[config.mk]
export PLATFORM = sky130hd
export DESIGN_NAME = maze_game_fsm
export DESIGN_NICKNAME = d
export VERILOG_FILES = /design/src/rtl/maze_game_fsm.sv
export SDC_FILE = /design/constraint.sdc
export NUM_CORES = 1
export LEC_CHECK = 0
export BUFFER_PORTS_ARGS = -buffer_cell sky130_fd_sc_hd__buf_2
export CAP_MARGIN = 20
export CORE_UTILIZATION = 58
export CTS_CLUSTER_DIAMETER = 40
export DETAILED_ROUTE_END_ITERATION = 12
export GPL_TIMING_DRIVEN = 0
export PLACE_DENSITY = 0.81
export SLEW_MARGIN = 0
export SYNTH_ARGS = -nofsm -noshare
export SYNTH_HDL_FRONTEND = slang
export SYNTH_SLANG_ARGS = --single-unit
[constraint.sdc]
create_clock -name clk -period 3.4 [get_ports clk]
set_input_delay 0.34 -clock clk [delete_from_list [all_inputs] [get_ports clk]]
set_output_delay 0.34 -clock clk [all_outputs]
set_load 0.05 [all_outputs]
[src/rtl/maze_game_fsm.sv]
// Maze game controller: menu, difficulty select, timed map preview, play, lost, won.
// Each move is checked against a registered-output map ROM before it is committed.
module maze_game_fsm #(
  parameter int MAP_W     = 30,
  parameter int MAP_H     = 21,
  parameter int POS_W     = 8,
  parameter int START_X   = 0,
  parameter int START_Y   = 20,
  parameter int GOAL_X    = 29,
  parameter int GOAL_Y    = 0,
  parameter int SHOW_EASY = 1000000,
  parameter int SHOW_MED  = 500000,
  parameter int SHOW_HARD = 250000
) (
  input  logic                     clk,
  input  logic                     reset,
  input  logic [3:0]               move_en,
  input  logic                     select,
  output logic [$clog2(MAP_H)-1:0] map_addr,
  input  logic [MAP_W-1:0]         map_data,
  output logic [POS_W-1:0]         player_x,
  output logic [POS_W-1:0]         player_y,
  output logic [1:0]               difficulty,
  output logic [2:0]               state_o,
  output logic                     show_map,
  output logic                     lost,
  output logic                     won
);

  localparam int ADDR_W   = $clog2(MAP_H);
  localparam int SHOW_MAX = (SHOW_EASY > SHOW_MED)
                            ? ((SHOW_EASY > SHOW_HARD) ? SHOW_EASY : SHOW_HARD)
                            : ((SHOW_MED > SHOW_HARD) ? SHOW_MED : SHOW_HARD);
  localparam int TIMER_W  = $clog2(SHOW_MAX + 1);

  localparam logic [POS_W-1:0] X_START = POS_W'(START_X);
  localparam logic [POS_W-1:0] Y_START = POS_W'(START_Y);
  localparam logic [POS_W-1:0] X_GOAL  = POS_W'(GOAL_X);
  localparam logic [POS_W-1:0] Y_GOAL  = POS_W'(GOAL_Y);
  localparam logic [POS_W-1:0] X_MAX   = POS_W'(MAP_W - 1);
  localparam logic [POS_W-1:0] Y_MAX   = POS_W'(MAP_H - 1);

  typedef enum logic [2:0] {
    S_MENU = 3'd0,
    S_SHOW = 3'd1,
    S_PLAY = 3'd2,
    S_WAIT = 3'd3,
    S_CHK  = 3'd4,
    S_LOST = 3'd5,
    S_WON  = 3'd6
  } state_t;

  state_t             state, state_nxt;
  logic [TIMER_W-1:0] timer;
  logic [TIMER_W-1:0] show_len_m1;
  logic [POS_W-1:0]   cand_x, cand_y;
  logic [POS_W-1:0]   cand_x_nxt, cand_y_nxt;
  logic               move_ok;
  logic [MAP_W-1:0]   row_shift;
  logic               wall;
  logic               at_goal;

  // Only the highest-priority direction is considered; if it would leave the map the
  // whole pulse is dropped rather than falling through to a lower-priority bit.
  always_comb begin
    move_ok    = 1'b0;
    cand_x_nxt = player_x;
    cand_y_nxt = player_y;
    if (move_en[0]) begin
      if (player_y != '0) begin
        move_ok    = 1'b1;
        cand_y_nxt = player_y - 1'b1;
      end
    end else if (move_en[1]) begin
      if (player_y != Y_MAX) begin
        move_ok    = 1'b1;
        cand_y_nxt = player_y + 1'b1;
      end
    end else if (move_en[2]) begin
      if (player_x != '0) begin
        move_ok    = 1'b1;
        cand_x_nxt = player_x - 1'b1;
      end
    end else if (move_en[3]) begin
      if (player_x != X_MAX) begin
        move_ok    = 1'b1;
        cand_x_nxt = player_x + 1'b1;
      end
    end
  end

  always_comb begin
    row_shift = map_data >> cand_x;
    wall      = row_shift[0];
    at_goal   = (cand_x == X_GOAL) && (cand_y == Y_GOAL);
  end

  always_comb begin
    case (difficulty)
      2'd0:    show_len_m1 = TIMER_W'(SHOW_EASY - 1);
      2'd1:    show_len_m1 = TIMER_W'(SHOW_MED - 1);
      default: show_len_m1 = TIMER_W'(SHOW_HARD - 1);
    endcase
  end

  // State register
  always_ff @(posedge clk or posedge reset) begin
    if (reset) state <= S_MENU;
    else       state <= state_nxt;
  end

  // Next-state logic
  always_comb begin
    state_nxt = state;
    case (state)
      S_MENU: if (select) state_nxt = S_SHOW;
      S_SHOW: if (timer == '0) state_nxt = S_PLAY;
      S_PLAY: if (move_ok) state_nxt = S_WAIT;
      S_WAIT: state_nxt = S_CHK;
      S_CHK: begin
        if (wall)         state_nxt = S_LOST;
        else if (at_goal) state_nxt = S_WON;
        else              state_nxt = S_PLAY;
      end
      S_LOST, S_WON: if (select) state_nxt = S_MENU;
      default: state_nxt = S_MENU;
    endcase
  end

  // Datapath: difficulty, preview timer, candidate move, ROM address, position
  always_ff @(posedge clk or posedge reset) begin
    if (reset) begin
      difficulty <= 2'd0;
      timer      <= '0;
      map_addr   <= '0;
      cand_x     <= X_START;
      cand_y     <= Y_START;
      player_x   <= X_START;
      player_y   <= Y_START;
    end else begin
      case (state)
        S_MENU: begin
          if (move_en[3] && difficulty != 2'd2)      difficulty <= difficulty + 2'd1;
          else if (move_en[2] && difficulty != 2'd0) difficulty <= difficulty - 2'd1;
          if (select) begin
            timer    <= show_len_m1;
            player_x <= X_START;
            player_y <= Y_START;
          end
        end
        S_SHOW: if (timer != '0) timer <= timer - 1'b1;
        S_PLAY: begin
          if (move_ok) begin
            cand_x   <= cand_x_nxt;
            cand_y   <= cand_y_nxt;
            map_addr <= cand_y_nxt[ADDR_W-1:0];
          end
        end
        S_CHK: begin
          if (!wall) begin
            player_x <= cand_x;
            player_y <= cand_y;
          end
        end
        S_LOST, S_WON: begin
          if (select) begin
            player_x <= X_START;
            player_y <= Y_START;
          end
        end
        default: ;
      endcase
    end
  end

  // Outputs decoded from state
  always_comb begin
    state_o  = state;
    show_map = (state == S_MENU) || (state == S_SHOW) || (state == S_LOST) || (state == S_WON);
    lost     = (state == S_LOST);
    won      = (state == S_WON);
  end

endmodule

### After elaboration in Yosys (flattened, before gate mapping)

Index checks and enable logic that the tools add are counted.
Widths: inputs -> output; s select.

| storage, ports and cells | value |
|---|---|
| register bits after elaboration | 62 |
| bits of input ports | 37 |
| output and inout bits | 29 |

| operators by class | value |
|---|---|
| add/subtract/negate cells | 7 |
| equal/unequal tests | 18 |
| shift operators | 1 |
| mux-type cells | 37 |
| reduce and logical (&&, ||, !) cells | 24 |

Operator list:

| kind | number |
|---|---|
| $mux 8 | 14 |
| $pmux 20 s2 | 2 |
| $mux 20 | 2 |
| $pmux 8 s2 | 2 |
| $shr 30x8->1 | 1 |
| $logic_not 20->1 | 1 |
| $reduce_bool 20->1 | 1 |
| $sub 20x1->20 const B | 1 |
| $mux 3 | 6 |
| $pmux 3 s6 | 1 |
| $add 8x1->8 const B | 2 |
| $ne 8x5->1 const B | 2 |
| $reduce_bool 8->1 | 2 |
| $sub 8x1->8 const B | 2 |
| $ne 2x2->1 const B | 7 |
| $eq 3x3->1 const B | 3 |
| $eq 8x5->1 const B | 1 |
| $logic_not 8->1 | 1 |
| $mux 1 | 8 |
| $reduce_bool 2->1 | 4 |
| $eq 3x2->1 const B | 2 |
| $reduce_and 3->1 | 2 |
| $mux 2 | 2 |
| $reduce_and 2->1 | 2 |
| 12 further kinds | 16 |

### Longest topological paths before layout

| logic depth | value |
|---|---|
| depth in word-level cells | 8 |
| mapped depth | 11 |
| mapped depth without buffers | 8 |

### Worst setup path after synthesis

Ideal clock, no wire load.

| timing path | value |
|---|---|
| path kind | register to register |
| start point | register player_y[0] |
| end point | register cand_x[4] |
| arrival time | 2.657 ns |
| required time | 3.275 ns |
| path slack | 0.618 ns |
| cell stages (with the launch flop) | 10 |
| buffers on the path | 2 |
| clock period less this slack | 2.782 ns |
| path through | dfrtp_1 > inv_1 > ha_1 > or4b_4 > o41a_1 > or2_0 > clkbuf_2 > o21ba_1 > buf_6 > mux2_4 |

| on the way | value |
|---|---|
| cells in the longest elaborated chain, start to end | 5 |
| elaborated cells between the ends (all ways) | 7 |

Ends and longest elaborated chain:

| element | line | source |
|---|---|---|
| start, declared | 22 | `output logic [POS_W-1:0] player_y,` |
| start signal, assigned | 162 | `player_y <= cand_y;` |
| $ne 8x5->1 | 75 | `if (player_y != Y_MAX) begin` |
| $mux 1 | 75 |  |
| $mux 1 | 74 | `end else if (move_en[1]) begin` |
| $mux 1 * | 69 | `if (move_en[0]) begin` |
| $reduce_and 2->1 (no source line) * | - |  |
| end signal, assigned | 154 | `cand_x <= cand_x_nxt;` |
| end, declared | 56 | `logic [POS_W-1:0] cand_x, cand_y;` |

Every way passes the cells marked *; elsewhere a longest branch is shown, timed or not.
A chain may end at the register's enable or synchronous reset.

### Worst setup path in the final report

| timing path | value |
|---|---|
| start point | register state[2] (netlist: state_o[2]) |
| end point | output show_map |

| on the way | value |
|---|---|
| cells in the longest elaborated chain, start to end | 4 |
| elaborated cells between the ends (all ways) | 7 |

Ends and longest elaborated chain:

| element | line | source |
|---|---|---|
| start, declared | 53 | `state_t state, state_nxt;` |
| start signal, assigned | 109 | `else state <= state_nxt;` |
| $eq 3x1->1 / $logic_not 3->1 (equally long branches) | 179 | `show_map = (state == S_MENU) \|\| (state == S_SHOW) \|\| (state == S_LOST) \|\| (state == S_WON);` |
| $logic_or 1x1->1 (2 in series) | 179 |  |
| $logic_or 1x1->1 * | 179 |  |
| end, declared | 25 | `output logic show_map,` |

Marked as above.

==> flow_summary.ini <==
[logic_synthesis]
yosys_warnings = 0
ys_types = 76
synth_async_sr_flop_share_pct = 100
synth_seq_cells = 59
synth_top_area_share_pct = 32.7
postSynthCellCount = 482
syn_avg_cell_area_um2 = 8.72
synthesis.area_um2 = 4210
synth_top_area_cell = dfrtp_1
synth_fp_nets = 533
ys_seq_area_share_pct = 35.2
synth-edff-count = 0
synth_flop_cell = dfrtp_1
synth_area_leaders = dfrtp_1, nor2_1, mux2i_1

[clock_tree]
clock-sinks = 59
clockBufferDepth = 2
cts_made_buffers = 9
clk_pin_slew_worst_paths_ns = 0.07
clk_latency_ns = 0.34
ctsHoldBuffers = 1
cts_tree = done
cts_resized = 0
cts-root-buf = clkbuf_8
htreeDepth = 3
cts_setup_buffers = 0

[sta]
rsz0062_at_grt = no
hold_viol = 0
period_minus_slack_ns = 2.95
timing.fmax_mhz = 339
setup_slack_ns = 0.447
setup_violations = 0
period_share_pct = 86.8
finClkSkew_ns = 0.00827
drv_slew = 0
fin_tns_setup_ns = 0
relSlewSlack_pct = 25.2
whs_ns = 0.465
worst_slew_pin_slew_ns = 1.11

[layout]
drive_gt1_share_pct = 21.3
final_common_cell = buf_2
n_antenna_cell = 0
multi_input_area_um2 = 2450
nFillCells = 614
design_area_um2 = 4880
area_growth_pct = 16.1
seq_area_um2 = 1480
final_cell_mix = buf_2, dfrtp_1, nor2_1
fin_nets = 609

[die]
die_h_um = 87.2
core_area_um2 = 6910
ios = 66
initial_core_util_pct = 60.9
core.rowCount = 30
die_x_um = 87.2
dieArea_um2 = 7600

[setup_path]
critPathSlowestCell = clkbuf_1
path_class = flop to output port
crit_family = buffers and inverters
crit_chain = clkbuf_1 > nor2b_1 > nor3_1 > nor2_1 > clkbuf_1 > nand2_1 > buf_2
crit_buf_inv = 3
cpMostUsedCell = clkbuf_1
cp.required_ns = 3.06
worstPathArrival_ns = 2.61
cp-start-kind = flop
worstPathMaxFanout = 10
slowest_delay_ns = 0.53
end_kind = output port

[grt]
gr-total-overflow = 0
antenna_found_initial = 0
grt_max_degree = 44
grt_pass1_vias = 3727
grt.total_usage_pct = 31.4
grt_pass1_wl_um = 18300

[placement]
place_hpwl_um = 8380
dpl_worst_slack_ns = 0.514
io_buffers = 63
place_area_um2 = 4660
routabilityCongestion = 0.901

[routing]
dr_wl_met2_um = 5080
drtIter0Drc = 356
wl_per_cell_um = 17.1
totalWireLength_um = 11300
ant_nets = 0
detail_route.first_pass.iterations = 5
vias = 4109
route.detailed.drc = 0
avgViaCountPerCell = 6.24
dr_wl_met3_um = 902
top_layer_used = met4
wl_met1_um = 5090

[power_and_ir_drop]
p_per_area_nw_per_um2 = 1040
vdd_ir_drop_max_uv = 530
power_mw = 5.07
p_leak_nw = 2.11

[status]
status = complete, no violations

[run]
cap_violations = 0

[min_path]
hold_path_class = input port to flop
==> metal layers <==
layer  vias to the layer above  GRT usage, %
met2                       221          48.8
li1                       1907             -
met5                         -             0
met4                         0          9.24
met1                      1953          44.4
met3                        28          6.35
==> cells in the mapped netlist, types with 4 or more instances <==
| cell | count |
|---|---|
| mux4_2 | 4 |
| ha_1 | 14 |
| inv_1 | 28 |
| buf_4 | 6 |
| clkbuf_1 | 17 |
| or4_1 | 4 |
| mux2_2 | 8 |
| dfstp_2 | 4 |
| dfrtp_1 | 55 |
| nor2_1 | 49 |
| nand4_1 | 4 |
| mux2i_1 | 18 |
| nand2b_1 | 4 |
| nand2_1 | 42 |
| buf_2 | 5 |
| nor4_1 | 10 |
| o21ai_0 | 25 |
| nor2b_1 | 5 |
| a21oi_1 | 27 |
| o22a_1 | 5 |
| o21a_1 | 8 |
| xnor2_1 | 16 |
| o221ai_1 | 5 |
| o22ai_1 | 4 |
| a31oi_1 | 6 |
| nor3_1 | 16 |
| or3_1 | 11 |
| nand3_1 | 7 |
==> metrics by stage <==
step                cells  utilization (%)
CTS                   659             70.7
finish                659             70.7
detailed placement    642             67.5
floorplan             482                -
global route          659             70.7
global placement      641             67.2
==> worst register-to-register path, delay by kind of cell, from the launching register on <==
family | cells | cell delay (ns)
buf+inv | 2 | 0.46
compound gates | 4 | 1.21
flops | 1 | 0.46
simple gates | 2 | 0.54
fa+ha+maj | 1 | 0.20
==> sequential cells by signal, summed over array words and instances, names as in the netlist <==
register	cells
cand_x	8
cand_y	5
difficulty	2
map_addr	5
player_x	8
player_y	8
state_o	3
timer	20
==> cells by family (layout without fill, tap and decap cells) <==
group | Yosys count | in the layout | share of synthesized area, %
compound gates | 124 | 124 | 20.3
xor+xnor | 18 | 18 | 3.75
fa+ha+maj | 14 | 14 | 4.17
buf+inv | 61 | 142 | 6.52
flops | 59 | 59 | 35.2
mux | 31 | 31 | 8.93
simple gates | 175 | 175 | 21.1
==> layout make-up <==
| cell class | instances | area share [%] |
|---|---|---|
| clock inverter | 4 | 0.974 |
| tap | 96 | 2.46 |
| multi-input combinational | 362 | 50.2 |
| inverter | 28 | 2.15 |
| timing repair buffer | 65 | 7.07 |
| buffer | 33 | 3.46 |
| clock buffer | 12 | 3.38 |
| sequential | 59 | 30.3 |
==> where the power goes <==
group          switching [mW]  leakage [nW]  internal, mW  total [mW]
clock                   0.289         0.108         0.396       0.685
combinational            1.93          1.28          1.09        3.02
sequential              0.347         0.720          1.01        1.36
==> worst paths after layout <==
check | startpoint | endpoint | slack, ns | cells after the start
max in group asynchronous | reset | player_y[2] | 2.25 | 4
min | select | timer[17] | 0.47 | 3
max | state_o[2] | show_map | 0.45 | 7
min reg2reg | map_addr[2] | map_addr[2] | 0.50 | 2
max reg2reg | player_x[1] | cand_x[3] | 0.45 | 9
min in group asynchronous | reset | timer[4] | 0.53 | 3
No activity file was read; power rests on OpenSTA's default activity.
